==> config.mk <==
export PLATFORM = sky130hd
export DESIGN_NAME = mem_arbiter_flat
export DESIGN_NICKNAME = d
export VERILOG_FILES = /design/src/rtl/mem_arb_pkg.sv /design/src/rtl/mem_arbiter_if.sv /design/src/rtl/mem_arbiter_pick2.sv /design/src/rtl/mem_arbiter.sv /design/src/flat_wrapper.sv
export SDC_FILE = /design/constraint.sdc
export NUM_CORES = 1
export LEC_CHECK = 0
export ABC_AREA = 1
export CAP_MARGIN = 20
export CELL_PAD_IN_SITES_DETAIL_PLACEMENT = 1
export CELL_PAD_IN_SITES_GLOBAL_PLACEMENT = 2
export CORE_MARGIN = 4
export CORE_UTILIZATION = 20
export CTS_CLUSTER_DIAMETER = 60
export CTS_CLUSTER_SIZE = 16
export DETAILED_ROUTE_END_ITERATION = 8
export PLACE_DENSITY_LB_ADDON = 0.1
export SLEW_MARGIN = 30
export SYNTH_ARGS = -nofsm -noshare
export SYNTH_HDL_FRONTEND = slang
export SYNTH_HIERARCHICAL = 1
export SYNTH_SLANG_ARGS = --single-unit
==> constraint.sdc <==
create_clock -name clk_i -period 1.5 [get_ports clk_i]
set_clock_uncertainty 0.05 [all_clocks]
set_input_delay 0.15 -clock clk_i [delete_from_list [all_inputs] [get_ports clk_i]]
set_output_delay 0.15 -clock clk_i [all_outputs]
set_load 0.05 [all_outputs]
==> src/rtl/mem_arb_pkg.sv <==
// Shared types and constants for the two-port unified-memory arbiter.
package mem_arb_pkg;

  typedef enum logic [1:0] {
    ST_ARB    = 2'd0,
    ST_ACCESS = 2'd1,
    ST_RESP   = 2'd2
  } arb_state_t;

  typedef logic port_id_t;

  localparam int PRIO_RR    = 0;
  localparam int PRIO_FIXED = 1;
  localparam int DATA_W     = 32;

endpackage

==> src/rtl/mem_arbiter_if.sv <==
// Requester-side bus of the memory arbiter: one instance per requesting port.
interface mem_arbiter_if;
  import mem_arb_pkg::*;

  logic              req;
  logic              we;
  logic [DATA_W-1:0] addr;
  logic [DATA_W-1:0] wdata;
  logic              gnt;
  logic              rvalid;
  logic [DATA_W-1:0] rdata;

  modport master (
    output req, we, addr, wdata,
    input  gnt, rvalid, rdata
  );

  modport slave (
    input  req, we, addr, wdata,
    output gnt, rvalid, rdata
  );

endinterface

==> src/rtl/mem_arbiter_pick2.sv <==
// Combinational two-way winner select: round-robin on ties, or fixed port-0
// priority overridden by the starvation flag.
module arb_pick2
  import mem_arb_pkg::*;
(
  input  logic [1:0] req_i,
  input  port_id_t   rr_last_i,
  input  logic       mode_i,
  input  logic       starve_i,
  output logic       valid_o,
  output port_id_t   winner_o
);

  always_comb begin
    valid_o  = |req_i;
    winner_o = 1'b0;
    if (req_i == 2'b11) begin
      winner_o = mode_i ? starve_i : ~rr_last_i;
    end else begin
      winner_o = req_i[1];
    end
  end

endmodule

==> src/rtl/mem_arbiter.sv <==
// Shares one single-port memory between two requesters with a fixed
// ARB -> ACCESS -> RESP transaction (one access every three cycles at most).
module mem_arbiter
  import mem_arb_pkg::*;
#(
  parameter int PRIO_MODE = PRIO_RR,
  parameter int MAX_WAIT  = 4
) (
  input  logic              clk_i,
  input  logic              reset_i,
  mem_arbiter_if.slave      m0,
  mem_arbiter_if.slave      m1,
  output logic              mem_we_o,
  output logic [DATA_W-1:0] mem_addr_o32,
  output logic [DATA_W-1:0] mem_wdata_o32,
  input  logic [DATA_W-1:0] mem_rdata_i32
);

  localparam logic [3:0] MAX_WAIT_C = 4'(MAX_WAIT);
  localparam logic       FIXED_C    = (PRIO_MODE == PRIO_FIXED);

  arb_state_t        state_q, state_d;
  port_id_t          owner_q, owner_d;
  port_id_t          rr_last_q, rr_last_d;
  logic [3:0]        wait_q, wait_d;
  logic              we_q, we_d;
  logic [DATA_W-1:0] addr_q, addr_d;
  logic [DATA_W-1:0] wdata_q, wdata_d;
  logic [DATA_W-1:0] rdata0_q, rdata0_d;
  logic [DATA_W-1:0] rdata1_q, rdata1_d;

  logic     pick_valid;
  port_id_t winner;
  logic     access_act;
  logic     resp_act;

  arb_pick2 u_pick (
    .req_i     ({m1.req, m0.req}),
    .rr_last_i (rr_last_q),
    .mode_i    (FIXED_C),
    .starve_i  (wait_q == MAX_WAIT_C),
    .valid_o   (pick_valid),
    .winner_o  (winner)
  );

  always_ff @(posedge clk_i) begin
    if (reset_i) begin
      state_q   <= ST_ARB;
      owner_q   <= 1'b0;
      rr_last_q <= 1'b1;
      wait_q    <= '0;
      we_q      <= 1'b0;
      addr_q    <= '0;
      wdata_q   <= '0;
      rdata0_q  <= '0;
      rdata1_q  <= '0;
    end else begin
      state_q   <= state_d;
      owner_q   <= owner_d;
      rr_last_q <= rr_last_d;
      wait_q    <= wait_d;
      we_q      <= we_d;
      addr_q    <= addr_d;
      wdata_q   <= wdata_d;
      rdata0_q  <= rdata0_d;
      rdata1_q  <= rdata1_d;
    end
  end

  always_comb begin
    state_d   = state_q;
    owner_d   = owner_q;
    rr_last_d = rr_last_q;
    wait_d    = wait_q;
    we_d      = we_q;
    addr_d    = addr_q;
    wdata_d   = wdata_q;
    rdata0_d  = rdata0_q;
    rdata1_d  = rdata1_q;
    unique case (state_q)
      ST_ARB: begin
        if (pick_valid) begin
          state_d   = ST_ACCESS;
          owner_d   = winner;
          rr_last_d = winner;
          we_d      = winner ? m1.we    : m0.we;
          addr_d    = winner ? m1.addr  : m0.addr;
          wdata_d   = winner ? m1.wdata : m0.wdata;
          // Losses only count while port 1 is actually waiting; saturate at the limit.
          if (FIXED_C) begin
            if (winner) begin
              wait_d = '0;
            end else if (m1.req && (wait_q != MAX_WAIT_C)) begin
              wait_d = wait_q + 4'd1;
            end
          end
        end
      end
      ST_ACCESS: begin
        state_d = ST_RESP;
        if (!we_q) begin
          if (owner_q) rdata1_d = mem_rdata_i32;
          else         rdata0_d = mem_rdata_i32;
        end
      end
      ST_RESP: state_d = ST_ARB;
      default: state_d = ST_ARB;
    endcase
  end

  // Reset masks the strobes so an aborted transaction never writes or handshakes.
  assign access_act = (state_q == ST_ACCESS) && !reset_i;
  assign resp_act   = (state_q == ST_RESP) && !reset_i;

  assign m0.gnt    = access_act && (owner_q == 1'b0);
  assign m1.gnt    = access_act && (owner_q == 1'b1);
  assign m0.rvalid = resp_act && (owner_q == 1'b0);
  assign m1.rvalid = resp_act && (owner_q == 1'b1);
  assign m0.rdata  = rdata0_q;
  assign m1.rdata  = rdata1_q;

  assign mem_we_o      = access_act && we_q;
  assign mem_addr_o32  = addr_q;
  assign mem_wdata_o32 = wdata_q;

endmodule

==> src/flat_wrapper.sv <==
// flat-port wrapper written by rule: the top's interface ports become plain ports
module mem_arbiter_flat import mem_arb_pkg::*;
#(
  parameter int PRIO_MODE = PRIO_RR,
  parameter int MAX_WAIT  = 4
)
  (clk_i, reset_i, mem_we_o, mem_addr_o32, mem_wdata_o32, mem_rdata_i32, m0_req, m0_we, m0_addr, m0_wdata, m0_gnt, m0_rvalid, m0_rdata, m1_req, m1_we, m1_addr, m1_wdata, m1_gnt, m1_rvalid, m1_rdata);
  mem_arbiter_if m0_i ();
  mem_arbiter_if m1_i ();
  input  logic clk_i;
  input  logic reset_i;
  output logic mem_we_o;
  output logic [DATA_W-1:0] mem_addr_o32;
  output logic [DATA_W-1:0] mem_wdata_o32;
  input  logic [DATA_W-1:0] mem_rdata_i32;
  input wire logic [$bits(m0_i.req)-1:0] m0_req;
  input wire logic [$bits(m0_i.we)-1:0] m0_we;
  input wire logic [$bits(m0_i.addr)-1:0] m0_addr;
  input wire logic [$bits(m0_i.wdata)-1:0] m0_wdata;
  output wire logic [$bits(m0_i.gnt)-1:0] m0_gnt;
  output wire logic [$bits(m0_i.rvalid)-1:0] m0_rvalid;
  output wire logic [$bits(m0_i.rdata)-1:0] m0_rdata;
  input wire logic [$bits(m1_i.req)-1:0] m1_req;
  input wire logic [$bits(m1_i.we)-1:0] m1_we;
  input wire logic [$bits(m1_i.addr)-1:0] m1_addr;
  input wire logic [$bits(m1_i.wdata)-1:0] m1_wdata;
  output wire logic [$bits(m1_i.gnt)-1:0] m1_gnt;
  output wire logic [$bits(m1_i.rvalid)-1:0] m1_rvalid;
  output wire logic [$bits(m1_i.rdata)-1:0] m1_rdata;
  assign m0_i.req = m0_req;
  assign m0_i.we = m0_we;
  assign m0_i.addr = m0_addr;
  assign m0_i.wdata = m0_wdata;
  assign m0_gnt = m0_i.gnt;
  assign m0_rvalid = m0_i.rvalid;
  assign m0_rdata = m0_i.rdata;
  assign m1_i.req = m1_req;
  assign m1_i.we = m1_we;
  assign m1_i.addr = m1_addr;
  assign m1_i.wdata = m1_wdata;
  assign m1_gnt = m1_i.gnt;
  assign m1_rvalid = m1_i.rvalid;
  assign m1_rdata = m1_i.rdata;
  mem_arbiter #(.PRIO_MODE(PRIO_MODE), .MAX_WAIT(MAX_WAIT)) u_core (.clk_i(clk_i), .reset_i(reset_i), .m0(m0_i), .m1(m1_i), .mem_we_o(mem_we_o), .mem_addr_o32(mem_addr_o32), .mem_wdata_o32(mem_wdata_o32), .mem_rdata_i32(mem_rdata_i32));
endmodule
# Word level (Yosys, flattened, before mapping)
# Index checks and enable logic that the tools add are counted.
dict set report word_totals {
  register_bits 133
  in_bits 166
  out_inout_bits 133
  wordCells 34
}
dict set report classes {
  n_eq_ne 4
  mux 6
  n_bitwise 3
  n_reduce_logical 13
}
# cell count
set op_table {}
lappend op_table {{32-bit two-way mux} 2}
lappend op_table {{1-bit logical AND} 7}
lappend op_table {{3-bit AND reduction} 2}
lappend op_table {{2-bit equality test (second input constant)} 2}
lappend op_table {{2-bit case mux with 2 select lines} 1}
lappend op_table {{1-bit inverter} 3}
lappend op_table {{2-bit by 1-bit equality test with 1-bit output (second input constant)} 1}
lappend op_table {{2-bit zero test} 1}
lappend op_table {{1-bit two-way mux} 2}
lappend op_table {{2-bit two-way mux} 1}
lappend op_table {{2-bit by 1-bit != test with 1-bit output (second input constant)} 1}
lappend op_table {{2-bit AND reduction} 1}
lappend op_table {{2-bit OR reduction} 1}
lappend op_table {{1-bit zero test} 1}

# Depth between registers and ports, before layout
dict set report logic_depth {
  word_depth 3
  mapped_depth 10
  mapped_depth_nobuf 8
}

# Modules after synthesis
# Netlist, hierarchy kept.
# module n_inst cells_per_inst area_each_um2
set by_module_without_submodules {}
lappend by_module_without_submodules {mem_arbiter 1 1031 6302.3}
lappend by_module_without_submodules {arb_pick2 1 7 28.8}

# Least setup slack after synthesis
# No wires, ideal clock.
dict set report synth_timing {
  kind {register to output}
  start {reg u_core.state_q[0]}
  end {out m0_gnt}
  arrival_ps 1579
  required_ps 1300
  path_slack_ps -279
  path_stages_with_launch 7
  path_cell_list {dfxtp_1 inv_2 nor2_1 buf_4 buf_2 nand2_1 nor2_1}
}
dict set report synth_between {
  elab_chain_len 3
}
# item line
set synth_rtl {}
lappend synth_rtl {{start: declaration} mem_arbiter.sv:22} ;# arb_state_t state_q, state_d;
lappend synth_rtl {{start signal: assignment} mem_arbiter.sv:58} ;# state_q <= state_d;
lappend synth_rtl {{2-bit by 1-bit equality test with 1-bit output} mem_arbiter.sv:112} ;# assign access_act = (state_q == ST_ACCESS) && !reset_i;
lappend synth_rtl {{1-bit logical AND} mem_arbiter.sv:112}
lappend synth_rtl {{1-bit logical AND} mem_arbiter.sv:115} ;# assign m0.gnt = access_act && (owner_q == 1'b0);
lappend synth_rtl {{end: declaration} flat_wrapper.sv:20} ;# output wire logic [$bits(m0_i.gnt)-1:0] m0_gnt;
# No other way between the ends.

# Worst setup path in the final report
dict set report layout_timing {
  start {reg u_core.state_q[1]}
  end {out mem_we_o}
}
dict set report layout_between {
  elab_chain_len 3
}
# item line
set layout_rtl {}
lappend layout_rtl {{2-bit by 1-bit equality test with 1-bit output} mem_arbiter.sv:112}
lappend layout_rtl {{1-bit logical AND} mem_arbiter.sv:112}
lappend layout_rtl {{1-bit logical AND} mem_arbiter.sv:122} ;# assign mem_we_o = access_act && we_q;
lappend layout_rtl {{end: declaration} flat_wrapper.sv:12} ;# output logic mem_we_o;
# No other way between the ends.

==> run summary <==
TIMING
------------------------------------------------------------------------------------------------------
Post-route minimum period ...............................................................     1.487 ns
Final hold vios .........................................................................            0
Setup TNS after final layout ............................................................         0 ns
Peak clock frequency supported by timing ................................................    672.6 MHz
Share of the cycle needed by the critical path after routing ............................       99.12%
Slew Viols, Final .......................................................................            0
Setup repair after global routing missed its margin .....................................          yes
Final setup vio count ...................................................................            0

PWR
------------------------------------------------------------------------------------------------------
Power density normalized to cell area ................................................... 1089 nW/um^2
Power Total .............................................................................     11.65 mW
Leakage power figure ....................................................................     5.191 nW
Highest ir drop seen on vdd .............................................................    0.7736 mV

WORST SETUP PATH
------------------------------------------------------------------------------------------------------
Crit path max-delay cell type ........................................................... sky130_fd_sc_hd__dfxtp_4
Crit path launch type ...................................................................     register
Crit path buffers/inverters .............................................................            1
Crit path top cell by count ............................................................. sky130_fd_sc_hd__nor2_4
Maximum single-stage delay on the critical path .........................................      0.36 ns
Start-to-end type of the worst setup path ...............................................   reg -> out
CP Data Arrival Time ....................................................................      1.29 ns
Dominant delay contributor by cell family on the critical path ..........................   flip-flops
Cell chain of the critical path ......................................................... nor2_4 -> nand2_4 -> nor2_4 -> buf_12
Worst path required time ................................................................      1.30 ns
Largest driver fanout on the critical path ..............................................            4
Endpoint type of the worst setup path ................................................... primary output

FLOORPLANNING
------------------------------------------------------------------------------------------------------
Area of the die .........................................................................  34,570 um^2
Horizontal die dimension ................................................................     185.9 um
Number of placement rows ................................................................           64
Die Y ...................................................................................     185.9 um
Area of the placeable core ..............................................................  30,910 um^2
Ports ...................................................................................          299
Initial Utilization .....................................................................       20.48%

YOSYS
------------------------------------------------------------------------------------------------------
Top cells by area, synth ................................................................ sky130_fd_sc_hd__dfxtp_1, sky130_fd_sc_hd__nor2_1, sky130_fd_sc_hd__nand2_1, sky130_fd_sc_hd__inv_1, sky130_fd_sc_hd__o21ai_0
Synth async-reset ratio .................................................................           0%
Synthesized cell area ...................................................................    6331 um^2
Most repeated cell in the gate-level netlist after synthesis ............................ sky130_fd_sc_hd__nor2_1
Avg Inst Size Synth .....................................................................   6.099 um^2
Part of the Yosys area used for sequential elements .....................................       42.06%
Number of flops mapped to enable cells by yosys .........................................            0
Unique cell type count in the Yosys netlist .............................................           18
Synth warn ..............................................................................            6
Number of flip-flops and latches in the synthesized netlist .............................          133
Yosys top cell area share ...............................................................       42.06%
Ranking of synthesized cells by instance count .......................................... sky130_fd_sc_hd__nor2_1, sky130_fd_sc_hd__nand2_1, sky130_fd_sc_hd__inv_1
Count of mapped cells out of synthesis ..................................................        1,038
Post-synth top area cell ................................................................ sky130_fd_sc_hd__dfxtp_1
Main synth FF type ...................................................................... sky130_fd_sc_hd__dfxtp_1

LAYOUT
------------------------------------------------------------------------------------------------------
Final net count .........................................................................        1,506
FILL cells ..............................................................................        3,874
Cell area after layout ..................................................................  10,700 um^2
Antenna cell count ......................................................................            0
Post-synthesis to final-layout area growth ..............................................       69.01%
Share of layout cells above drive strength 1 ............................................       17.95%

CLOCKING
------------------------------------------------------------------------------------------------------
Root buf cell ........................................................................... sky130_fd_sc_hd__clkbuf_16
Clock latency at the later pin of the worst-skew pair ...................................      0.41 ns
Buffer depth of the longest clock path ..................................................            2
CTS HTree Levels ........................................................................            4
Hold buffer count at cts ................................................................            0
CTS sink cnt ............................................................................          133
Clock transition at the register clock pins on the worst setup and hold paths after CTS .      0.06 ns
TritonCTS clock tree ....................................................................        built
Number of CTS-inserted buffers ..........................................................           17

DETAILED ROUTING
------------------------------------------------------------------------------------------------------
Average wire length per cell after detail routing .......................................     15.46 um
First-pass detailed-route iteration total ...............................................            4
Average vias per placed instance ........................................................        4.037
Routed WL ...............................................................................    26,960 um
Post-route antenna net violation count ..................................................            0
Overall via count from detail_route .....................................................        7,041
DRC violation count after routing .......................................................            0
Number of DRC markers in iteration 0 ....................................................          275

GLOBAL ROUTING
------------------------------------------------------------------------------------------------------
Wire length of the first global-routing pass ............................................    39,930 um
Gr usage total ..........................................................................       14.85%
Pin count of the biggest net entering global routing ....................................           65
GRT Residual Overflow ...................................................................            0
Vias in the first global route ..........................................................        7,283
Number of antenna violations at the first check in global routing .......................            2

OUTCOME
------------------------------------------------------------------------------------------------------
Status .................................................................................. complete, no violations

PLACED DESIGN
------------------------------------------------------------------------------------------------------
Buffers added on ports ..................................................................          298
RD Place Congestion .....................................................................       0.7040
HPWL Detailed ...........................................................................    18,560 um
Placed Area .............................................................................    9671 um^2

FLOW RUN
------------------------------------------------------------------------------------------------------
Max-capacitance violation count .........................................................            0

HOLD PATH
------------------------------------------------------------------------------------------------------
Min-delay worst type ....................................................................    in -> reg

[kinds of logic after synthesis]
kind of cell | share of synthesized area (%)
other cells | 0.05923
buf+inv | 14.53
simple gates | 38.14
compound gates | 5.217
flops | 42.06
[layer usage]
metal | vias to the layer above | share of wire, % | global-route usage [%] | routed length, um
met5 | - | 0.11 | 0 | 29
met4 | 4 | 0.73 | 3.235 | 197
met3 | 16 | 9.7 | 6.918 | 2604
met2 | 201 | 46 | 24.19 | 12430
met1 | 3143 | 43 | 17.98 | 11690
li1 | 3677 | - | - | -
[state kept, by name (all words and copies together), names as in the netlist]
name,flops
u_core/m0.rdata,32
u_core/mem_addr_o32,32
u_core/owner_q,1
u_core/m1.rdata,32
u_core/we_q,1
u_core/state_q,2
u_core/rr_last_q,1
u_core/mem_wdata_o32,32
[area by class of cell]
class,count,area (um^2),area share (%)
Inverter,168,633.1,5.917
Sequential cell,133,2673,24.98
Tap cell,396,495.5,4.630
Multi-Input combinational cell,675,2883,26.94
Clock inverter,5,30.03,0.2806
Timing Repair Buffer,345,3512,32.82
Clock buffer,22,474.2,4.432
[worst paths after layout]
kind / slack [ns] / end / from / depth (start not counted)
worst max-delay path: 0.01 / mem_we_o / u_core/state_q[1] / 4
worst min-delay path: 0.34 / u_core/mem_addr_o32[15] / m0_addr[15] / 5
worst max register to register: 0.07 / u_core/mem_addr_o32[0] / u_core/rr_last_q / 8
worst min register to register: 0.42 / u_core/m1.rdata[28] / u_core/m1.rdata[28] / 2
[repair_timing]
item,in CTS,in global routing
resized for setup,23,39
pin swaps,6,21
setup buffers,12,1
gates cloned,4,6
endpoints found under the setup margin,19,87
[placed cells by master, fill, tap and decap left out]
| cell | netlist | final |
|---|---|---|
| sky130_fd_sc_hd__nor2_1 | 268 | 259 |
| sky130_fd_sc_hd__nand2_1 | 264 | 257 |
| sky130_fd_sc_hd__clkdlybuf4s50_1 | 0 | 165 |
| sky130_fd_sc_hd__inv_1 | 164 | 164 |
| sky130_fd_sc_hd__buf_4 | 1 | 141 |
| sky130_fd_sc_hd__dfxtp_1 | 133 | 129 |
| sky130_fd_sc_hd__o21ai_0 | 65 | 50 |
| sky130_fd_sc_hd__nand3_1 | 36 | 35 |
| sky130_fd_sc_hd__nand4_1 | 32 | 32 |
| sky130_fd_sc_hd__clkbuf_16 | 0 | 22 |
| sky130_fd_sc_hd__buf_12 | 0 | 22 |
| sky130_fd_sc_hd__nor2_4 | 0 | 9 |
| sky130_fd_sc_hd__o21ai_1 | 0 | 8 |
| sky130_fd_sc_hd__o21ai_2 | 0 | 7 |
| sky130_fd_sc_hd__buf_16 | 0 | 6 |
| sky130_fd_sc_hd__nand2_2 | 1 | 6 |
| sky130_fd_sc_hd__buf_6 | 0 | 5 |
| sky130_fd_sc_hd__nor2_2 | 4 | 4 |
| sky130_fd_sc_hd__clkinv_2 | 0 | 3 |
| sky130_fd_sc_hd__clkbuf_8 | 0 | 3 |
| sky130_fd_sc_hd__inv_2 | 3 | 3 |
| sky130_fd_sc_hd__conb_1 | 1 | 3 |
| sky130_fd_sc_hd__clkbuf_1 | 17 | 2 |
| sky130_fd_sc_hd__clkinvlp_4 | 0 | 2 |
| sky130_fd_sc_hd__nand2_4 | 0 | 2 |
| sky130_fd_sc_hd__dfxtp_4 | 0 | 2 |
| sky130_fd_sc_hd__dfxtp_2 | 0 | 2 |
| sky130_fd_sc_hd__inv_4 | 0 | 1 |
| sky130_fd_sc_hd__nand3_2 | 0 | 1 |
| sky130_fd_sc_hd__a21oi_1 | 1 | 1 |
| sky130_fd_sc_hd__buf_8 | 0 | 1 |
| sky130_fd_sc_hd__or2_1 | 1 | 1 |
[worst reg2reg max path, cell delays in order, from the launching register on]
cell and delay, ns:
sky130_fd_sc_hd__dfxtp_2 0.33, sky130_fd_sc_hd__nor2_4 0.13, sky130_fd_sc_hd__nor2_4 0.05, sky130_fd_sc_hd__nor2_4 0.15
sky130_fd_sc_hd__buf_6 0.18, sky130_fd_sc_hd__buf_6 0.17, sky130_fd_sc_hd__o21ai_0 0.10, sky130_fd_sc_hd__nor2_1 0.11
sky130_fd_sc_hd__nor2_1 0.06
[per-stage QoR]
step	hold WS, ns	util, %	worst slack (ns)	cells
3_3_place_gp	0.3918	31.29	-0.1569	1694
3_5_place_dp	0.4091	31.29	-0.1921	1694
2_1_floorplan	0.1691	-	-0.08856	1040
4_1_cts	0.3229	33.89	-0.06964	1737
6_report	0.3446	34.62	0.01316	1744
5_1_grt	0.3454	34.62	-0.06416	1744
[power by group]
part | switching (mW) | internal, mW
Combinational | 2.36 | 1.47
Sequential | 0.183 | 3.86
Clock | 1.58 | 2.19
(Power assumes the default switching activity.)
